--- src/rtl/college_board_regs.sv ---
// Role-restricted score register block: teacher writes all fields, principal overrides lab,
// student reads a registered snapshot. Define COLLEGE_BOARD_AUDIT_EN to add a principal write counter.
module college_board_regs #(
    parameter int unsigned      WIDTH       = 8,
    parameter logic [WIDTH-1:0] RST_MATH    = '0,
    parameter logic [WIDTH-1:0] RST_PHYSICS = '0,
    parameter logic [WIDTH-1:0] RST_LAB     = '0
) (
    input  logic             clk,
    input  logic             rst,
    input  logic             teacher_we,
    input  logic [WIDTH-1:0] teacher_math,
    input  logic [WIDTH-1:0] teacher_physics,
    input  logic [WIDTH-1:0] teacher_lab,
    input  logic             principal_lab_we,
    input  logic [WIDTH-1:0] principal_lab,
    output logic [WIDTH-1:0] principal_math_rd,
    output logic [WIDTH-1:0] principal_physics_rd,
    output logic [WIDTH-1:0] principal_lab_rd,
    output logic             lab_overridden,
`ifdef COLLEGE_BOARD_AUDIT_EN
    output logic [7:0]       principal_write_count,
`endif
    input  logic             student_req,
    output logic [WIDTH-1:0] student_math,
    output logic [WIDTH-1:0] student_physics,
    output logic [WIDTH-1:0] student_lab,
    output logic             student_valid
);

    logic [WIDTH-1:0] math_q, math_d;
    logic [WIDTH-1:0] physics_q, physics_d;
    logic [WIDTH-1:0] lab_q, lab_d;
    logic             ovr_q, ovr_d;

    logic [WIDTH-1:0] snap_math_q, snap_math_d;
    logic [WIDTH-1:0] snap_physics_q, snap_physics_d;
    logic [WIDTH-1:0] snap_lab_q, snap_lab_d;
    logic             valid_q, valid_d;

    // Principal strobe is applied last so it wins on lab when both roles write.
    always_comb begin
        math_d    = math_q;
        physics_d = physics_q;
        lab_d     = lab_q;
        ovr_d     = ovr_q;
        if (teacher_we) begin
            math_d    = teacher_math;
            physics_d = teacher_physics;
            lab_d     = teacher_lab;
            ovr_d     = 1'b0;
        end
        if (principal_lab_we) begin
            lab_d = principal_lab;
            ovr_d = 1'b1;
        end
    end

    // Snapshot samples the current registers, i.e. the values before this edge's writes.
    always_comb begin
        snap_math_d    = snap_math_q;
        snap_physics_d = snap_physics_q;
        snap_lab_d     = snap_lab_q;
        valid_d        = student_req;
        if (student_req) begin
            snap_math_d    = math_q;
            snap_physics_d = physics_q;
            snap_lab_d     = lab_q;
        end
    end

    always_ff @(posedge clk or posedge rst) begin
        if (rst) begin
            math_q         <= RST_MATH;
            physics_q      <= RST_PHYSICS;
            lab_q          <= RST_LAB;
            ovr_q          <= 1'b0;
            snap_math_q    <= '0;
            snap_physics_q <= '0;
            snap_lab_q     <= '0;
            valid_q        <= 1'b0;
        end else begin
            math_q         <= math_d;
            physics_q      <= physics_d;
            lab_q          <= lab_d;
            ovr_q          <= ovr_d;
            snap_math_q    <= snap_math_d;
            snap_physics_q <= snap_physics_d;
            snap_lab_q     <= snap_lab_d;
            valid_q        <= valid_d;
        end
    end

`ifdef COLLEGE_BOARD_AUDIT_EN
    logic [7:0] cnt_q, cnt_d;

    always_comb begin
        cnt_d = cnt_q;
        if (principal_lab_we && (cnt_q != 8'hFF)) begin
            cnt_d = cnt_q + 8'd1;
        end
    end

    always_ff @(posedge clk or posedge rst) begin
        if (rst) begin
            cnt_q <= 8'd0;
        end else begin
            cnt_q <= cnt_d;
        end
    end

    assign principal_write_count = cnt_q;
`endif

    assign principal_math_rd    = math_q;
    assign principal_physics_rd = physics_q;
    assign principal_lab_rd     = lab_q;
    assign lab_overridden       = ovr_q;
    assign student_math         = snap_math_q;
    assign student_physics      = snap_physics_q;
    assign student_lab          = snap_lab_q;
    assign student_valid        = valid_q;

endmodule

--- config.mk ---
export PLATFORM = sky130hd
export DESIGN_NAME = college_board_regs
export DESIGN_NICKNAME = d
export VERILOG_FILES = /design/src/rtl/college_board_regs.sv
export SDC_FILE = /design/constraint.sdc
export NUM_CORES = 1
export LEC_CHECK = 0
export ABC_AREA = 1
export CORE_MARGIN = 4
export CORE_UTILIZATION = 45
export CTS_CLUSTER_SIZE = 28
export DETAILED_ROUTE_END_ITERATION = 16
export HOLD_SLACK_MARGIN = 0.02
export PLACE_DENSITY = 0.95
export SYNTH_ARGS = -nofsm -noshare
export SYNTH_HDL_FRONTEND = slang
export SYNTH_SLANG_ARGS = --single-unit
export TNS_END_PERCENT = 10
--- constraint.sdc ---
create_clock -name clk -period 2.1 [get_ports clk]
set_input_delay 0.315 -clock clk [delete_from_list [all_inputs] [get_ports clk]]
set_output_delay 0.315 -clock clk [all_outputs]
set_load 0.05 [all_outputs]
==> impl_metrics.ini, run 1 <==
[setup_path]
path_max_fanout = 3
crit_buf_inv = 1
path_class = register to output port
startpoint_type = register
crit_path_max_incr_delay_ps = 820
cp.arrival_ps = 1510
end_kind = output port
cp_slowest_cell = clkdlybuf4s50_1
cp_data_required_time_ps = 1780
path_cells = clkdlybuf4s50_1
crit_family = buffers and inverters

[global_route]
use_met1_pct = 19.88
grt_pass1_vias = 1722
use_met2_pct = 31.12
busiest_layer = met2
grt_first_pass_wirelength_um = 7376
grt_max_degree = 50
gr-total-overflow = 0
met3_usage_pct = 3.872
grt_use_total_pct = 17.12
grt_antenna_before_repair = 0

[timing]
slew_violations = 0
period_minus_slack_ps = 1820
slew_headroom_pct = 64.89
final-setup-viol-count = 0
finalSetupTns_ps = 0
rsz0062_at_grt = false
finalHoldViolCount = 0
finClkSkew_ps = 10.92
worst_pin_slew_ps = 525.0
fmax_mhz = 549.4
period_share_pct = 86.67
whs_ps = 363.0

[synthesis]
syn_nets = 255
synth.distinct_cells = 13
syn-cell-area_um2 = 2006
seq_area_frac_synth_pct = 62.38
avgSynthCellArea_um2 = 9.200
ys_ff_latch = 50
netlist_instances = 218
yosys_warnings = 0

[final_layout]
antenna_cells = 0
multiInputGateArea_um2 = 558.0
fin_nets = 341
drive_gt1_share_pct = 4.605
area.growth.synth_to_final_pct = 48.91
nFillCells = 346
ff_latch_area_um2 = 1251

[run_status]
outcome = finished clean

[power_and_ir_drop]
seqPwrFrac_pct = 43.2
power_density_nw_per_um2 = 867.2
intPower_mw = 1.720
leakagePower_nw = 1.410
clkPwrFrac_pct = 25.7
p_sw_mw = 0.8697
p_comb_share_pct = 31.2
irDropWorstVdd_mv = 0.5301
p_sw_share_pct = 33.58

[placement]
numPortBuffers = 86
dp_hpwl_um = 3471
gp_congestion = 0.8961

[floorplanning]
ios = 87
die_y_um = 74.76
fp-row-count = 24
die_x_um = 74.76
die_area_um2 = 5589
initial_core_util_pct = 46.38
core_area_um2 = 4324

[job]
cap_violations = 0

[clock_tree]
clock_path_buffers = 2
clock_latency_ps = 290
ctsHoldBuffers = 0
cts-root-buf = clkbuf_8
ctsResizeCount = 0
htreeDepth = 2
cts_sinks = 50
cts_tree = done
cts_setup_buffers = 0
clk_pin_slew_worst_paths_ps = 80
numCtsBuffers = 5

[drt]
drtAntennaViolNets = 0
drtIter0Drc = 41
vias = 1693
wirelength_um = 4600
via_per_inst = 4.756
detail_route.drc_violations = 0
avgRoutedWirePerCell_um = 12.92
dr.pass1.iters = 4

[hold_path]
hp-class = primary input to async pin
[power by group through the flow]
stage	sequential (mW)	clock, mW	combinational [mW]
2_1_floorplan	1.49	0	0.153
3_3_place_gp	1.13	0	0.800
3_5_place_dp	1.14	0	0.815
4_1_cts	1.12	0.685	0.816
5_1_grt	1.13	0.731	0.854
6_report	1.12	0.665	0.807
[path summary, 6_finish.rpt]
path	from	slack, ps	to	cells after the start
max reg2reg	principal_lab_rd[6]	1390	student_lab[6]	2
min	rst	360	student_lab[0]	2
min in group clk	lab_overridden	480	lab_overridden	2
min reg2reg	lab_overridden	480	lab_overridden	2
max in group asynchronous	rst	1220	student_physics[7]	3
max	principal_lab_rd[6]	280	principal_lab_rd[6]	1
[per-stage QoR]
stage          util, %  cells  area [um^2]  worst slack, ps  total power [mW]
3_5_place_dp     66.46    349         2874            460.4             1.951
2_1_floorplan        -    218         2006            583.8             1.640
5_1_grt          69.07    356         2987            221.1             2.717
4_1_cts          69.07    356         2987            266.9             2.620
6_report         69.07    356         2987            279.8             2.590
3_3_place_gp     66.46    349         2874            540.3             1.933
[layout make-up]
type | instances | area share [%]
multi-input combinational | 131 | 18.68
tap | 52 | 2.178
clock buffer | 6 | 2.765
clock inverter | 1 | 1.005
timing repair buffer | 89 | 30.00
inverter | 27 | 3.477
sequential | 50 | 41.89
[sequential cells by signal (all words and copies together) (netlist names)]
| name | cells |
|---|---|
| principal_lab_rd | 8 |
| principal_math_rd | 8 |
| principal_physics_rd | 8 |
| student_lab | 8 |
| student_math | 8 |
| student_physics | 8 |
| lab_overridden | 1 |
| student_valid | 1 |
[Yosys cell counts (all sizes together)]
| library cell | n | share of area [%] |
|---|---|---|
| a21oi | 16 | 4.0 |
| inv | 27 | 5.2 |
| dfrtp | 50 | 62 |
| buf | 10 | 4.6 |
| o21ai | 24 | 6.0 |
| nor2 | 17 | 4.0 |
| nand2 | 74 | 14 |
[metal layers]
metal	vias up	wire, um	part of all wire (%)
met4	0	63	1.4
li1	838	-	-
met3	6	237	5.2
met1	803	1836	40
met5	-	0	0
met2	46	2462	54
[cells by family (layout without fill, tap and decap cells)]
group,after synthesis,count (layout),synth area share (%)
AOI/OAI and AO/OA,40,40,9.982
buffers and inverters,37,123,9.794
DFF,50,50,62.38
and+or+nand+nor,91,91,17.84
[layout by cell type, fill, tap and decap left out]
cell type        count
a21oi_1             16
buf_12               1
buf_4                2
bufinv_16            1
clkbuf_8             6
clkdlybuf4s50_1     86
dfrtp_1             50
inv_1               24
inv_2                2
inv_4                1
nand2_1             74
nor2_1              16
nor2_8               1
o21ai_0             16
o21ai_1              8
Note: power is estimated with default switching activity, not from simulation.
==> inputs of run 2 (changes only) <==
--- a/config.mk
+++ b/config.mk
@@ -8,10 +8,12 @@
 export ABC_AREA = 1
 export CORE_MARGIN = 4
 export CORE_UTILIZATION = 45
+export CTS_BUF_LIST = sky130_fd_sc_hd__clkbuf_16
 export CTS_CLUSTER_SIZE = 28
 export DETAILED_ROUTE_END_ITERATION = 16
 export HOLD_SLACK_MARGIN = 0.02
 export PLACE_DENSITY = 0.95
+export SKIP_LAST_GASP = 1
 export SYNTH_ARGS = -nofsm -noshare
 export SYNTH_HDL_FRONTEND = slang
 export SYNTH_SLANG_ARGS = --single-unit
==> run 2 against run 1 <==
Net effect:
- worst hold slack gained 19 ps
- final cell count is the same
- cell area grew 1.6%
- first-iteration DRC count grew 24%
- non-clock buffer count is the same
- sequential share of layout area shrank 0.64 points
- largest cell class unchanged
==> impl_metrics.ini, run 2 (synthesized netlist as in run 1, its figures left out) <==
[run_status]
outcome = finished clean

[power_and_ir_drop]
p_sw_mw = 0.8861
p_sw_share_pct = 31.90
p_total_mw = 2.777
p_comb_share_pct = 29.1
seqPwrFrac_pct = 40.3
clkPwrFrac_pct = 30.6
leakagePower_nw = 1.430
intPower_mw = 1.891
irDropWorstVdd_mv = 0.6066
power_density_nw_per_um2 = 915.7

[setup_path]
crit_buf_inv = 1
reg2reg_setup_slack_ps = 1400
cp_data_required_time_ps = 1780
cp.arrival_ps = 1480
timing.rr.start = principal_lab_rd[6]
path_cells = clkdlybuf4s50_1
reg2reg_depth = 2
startpoint_type = register
path_max_fanout = 3
crit_family = buffers and inverters
end_kind = output port
cp_slowest_cell = clkdlybuf4s50_1
path_class = register to output port
r2r_end = student_lab[6]
crit_path_max_incr_delay_ps = 820

[floorplanning]
core_area_um2 = 4324
die_y_um = 74.76
fp-row-count = 24
initial_core_util_pct = 46.38
die_x_um = 74.76
ios = 87
die_area_um2 = 5589

[clock_tree]
ctsHoldBuffers = 0
clock_latency_ps = 270
cts_sinks = 50
clk_pin_slew_worst_paths_ps = 60
cts_tree = done
htreeDepth = 2
cts-root-buf = clkbuf_16
clock_path_buffers = 2
ctsResizeCount = 0
numCtsBuffers = 5
cts_setup_buffers = 0

[drt]
detail_route.drc_violations = 0
dr.pass1.iters = 4
vias = 1692
avgRoutedWirePerCell_um = 12.81
drtIter0Drc = 51
via_per_inst = 4.753
wirelength_um = 4562
drtAntennaViolNets = 0

[final_layout]
drive_gt1_share_pct = 4.276
final_cell_mix = clkdlybuf4s50_1, nand2_1, dfrtp_1
mostFrequentLayoutCell = clkdlybuf4s50_1
antenna_cells = 0
area.growth.synth_to_final_pct = 51.22
fin_nets = 341
postLayoutCoreUtil_pct = 70.14
design_area_um2 = 3033
stdcell_count = 356

[global_route]
grt_antenna_before_repair = 0
grt_use_total_pct = 16.87
grt_first_pass_wirelength_um = 7355
grt_max_degree = 50
grt_pass1_vias = 1728
gr-total-overflow = 0

[timing]
slew_headroom_pct = 64.88
period_minus_slack_ps = 1799
finalHoldViolCount = 0
period_share_pct = 85.68
finClkSkew_ps = 3.882
finalSetupTns_ps = 0
slew_violations = 0
whs_ps = 381.7
fmax_mhz = 555.8
final-setup-viol-count = 0
layout_setup_ws_ps = 300.8
rsz0062_at_grt = false
worst_pin_slew_ps = 525.2

[placement]
dp_slack_ps = 460.4
numPortBuffers = 86
place_inst = 349
gp_congestion = 0.8961
dpl_cell_area_um2 = 2874
dp_hpwl_um = 3471

[hold_path]
hp-class = primary input to async pin

[job]
cap_violations = 0
[run 2: changes by cell type in the layout (fill, tap and decap cells not counted), sizes merged]
cell	before	now
clkbuf	6	5
clkinv	0	1
[run 2: area by class of cell]
cell class | instances | area [um^2]
timing repair buffer | 89 | 895.9
fill | 342 | 1291
clock inverter | 2 | 33.78
inverter | 27 | 103.9
clock buffer | 5 | 125.1
multi-input combinational | 131 | 558.0
sequential | 50 | 1251
tap | 52 | 65.06
[run 2: worst max path at each step]
stage / from / endpoint / cells after the start
after floorplan: rst / lab_overridden / 1
after global placement: principal_lab_we / principal_lab_rd[5] / 6
after detailed placement: principal_lab_we / principal_lab_rd[3] / 6
after CTS: principal_lab_rd[6] / principal_lab_rd[6] / 1
after global routing: principal_lab_rd[6] / principal_lab_rd[6] / 1
final: principal_lab_rd[6] / principal_lab_rd[6] / 1
[run 2: routing by layer]
metal	GRT usage, %	vias to the layer above	wire length (um)
met5	0	-	0
met4	4.545	0	46
met3	3.872	4	229
met2	30.93	43	2445
met1	19.79	806	1840
li1	-	839	-
[run 2: power by group through the flow]
stage               clock, mW  combinational, mW  sequential [mW]
finish                  0.850              0.807             1.12
floorplan                   0              0.153             1.49
detailed placement          0              0.815             1.14
global placement            0              0.800             1.13
global route            0.919              0.854             1.13
CTS                     0.871              0.816             1.12
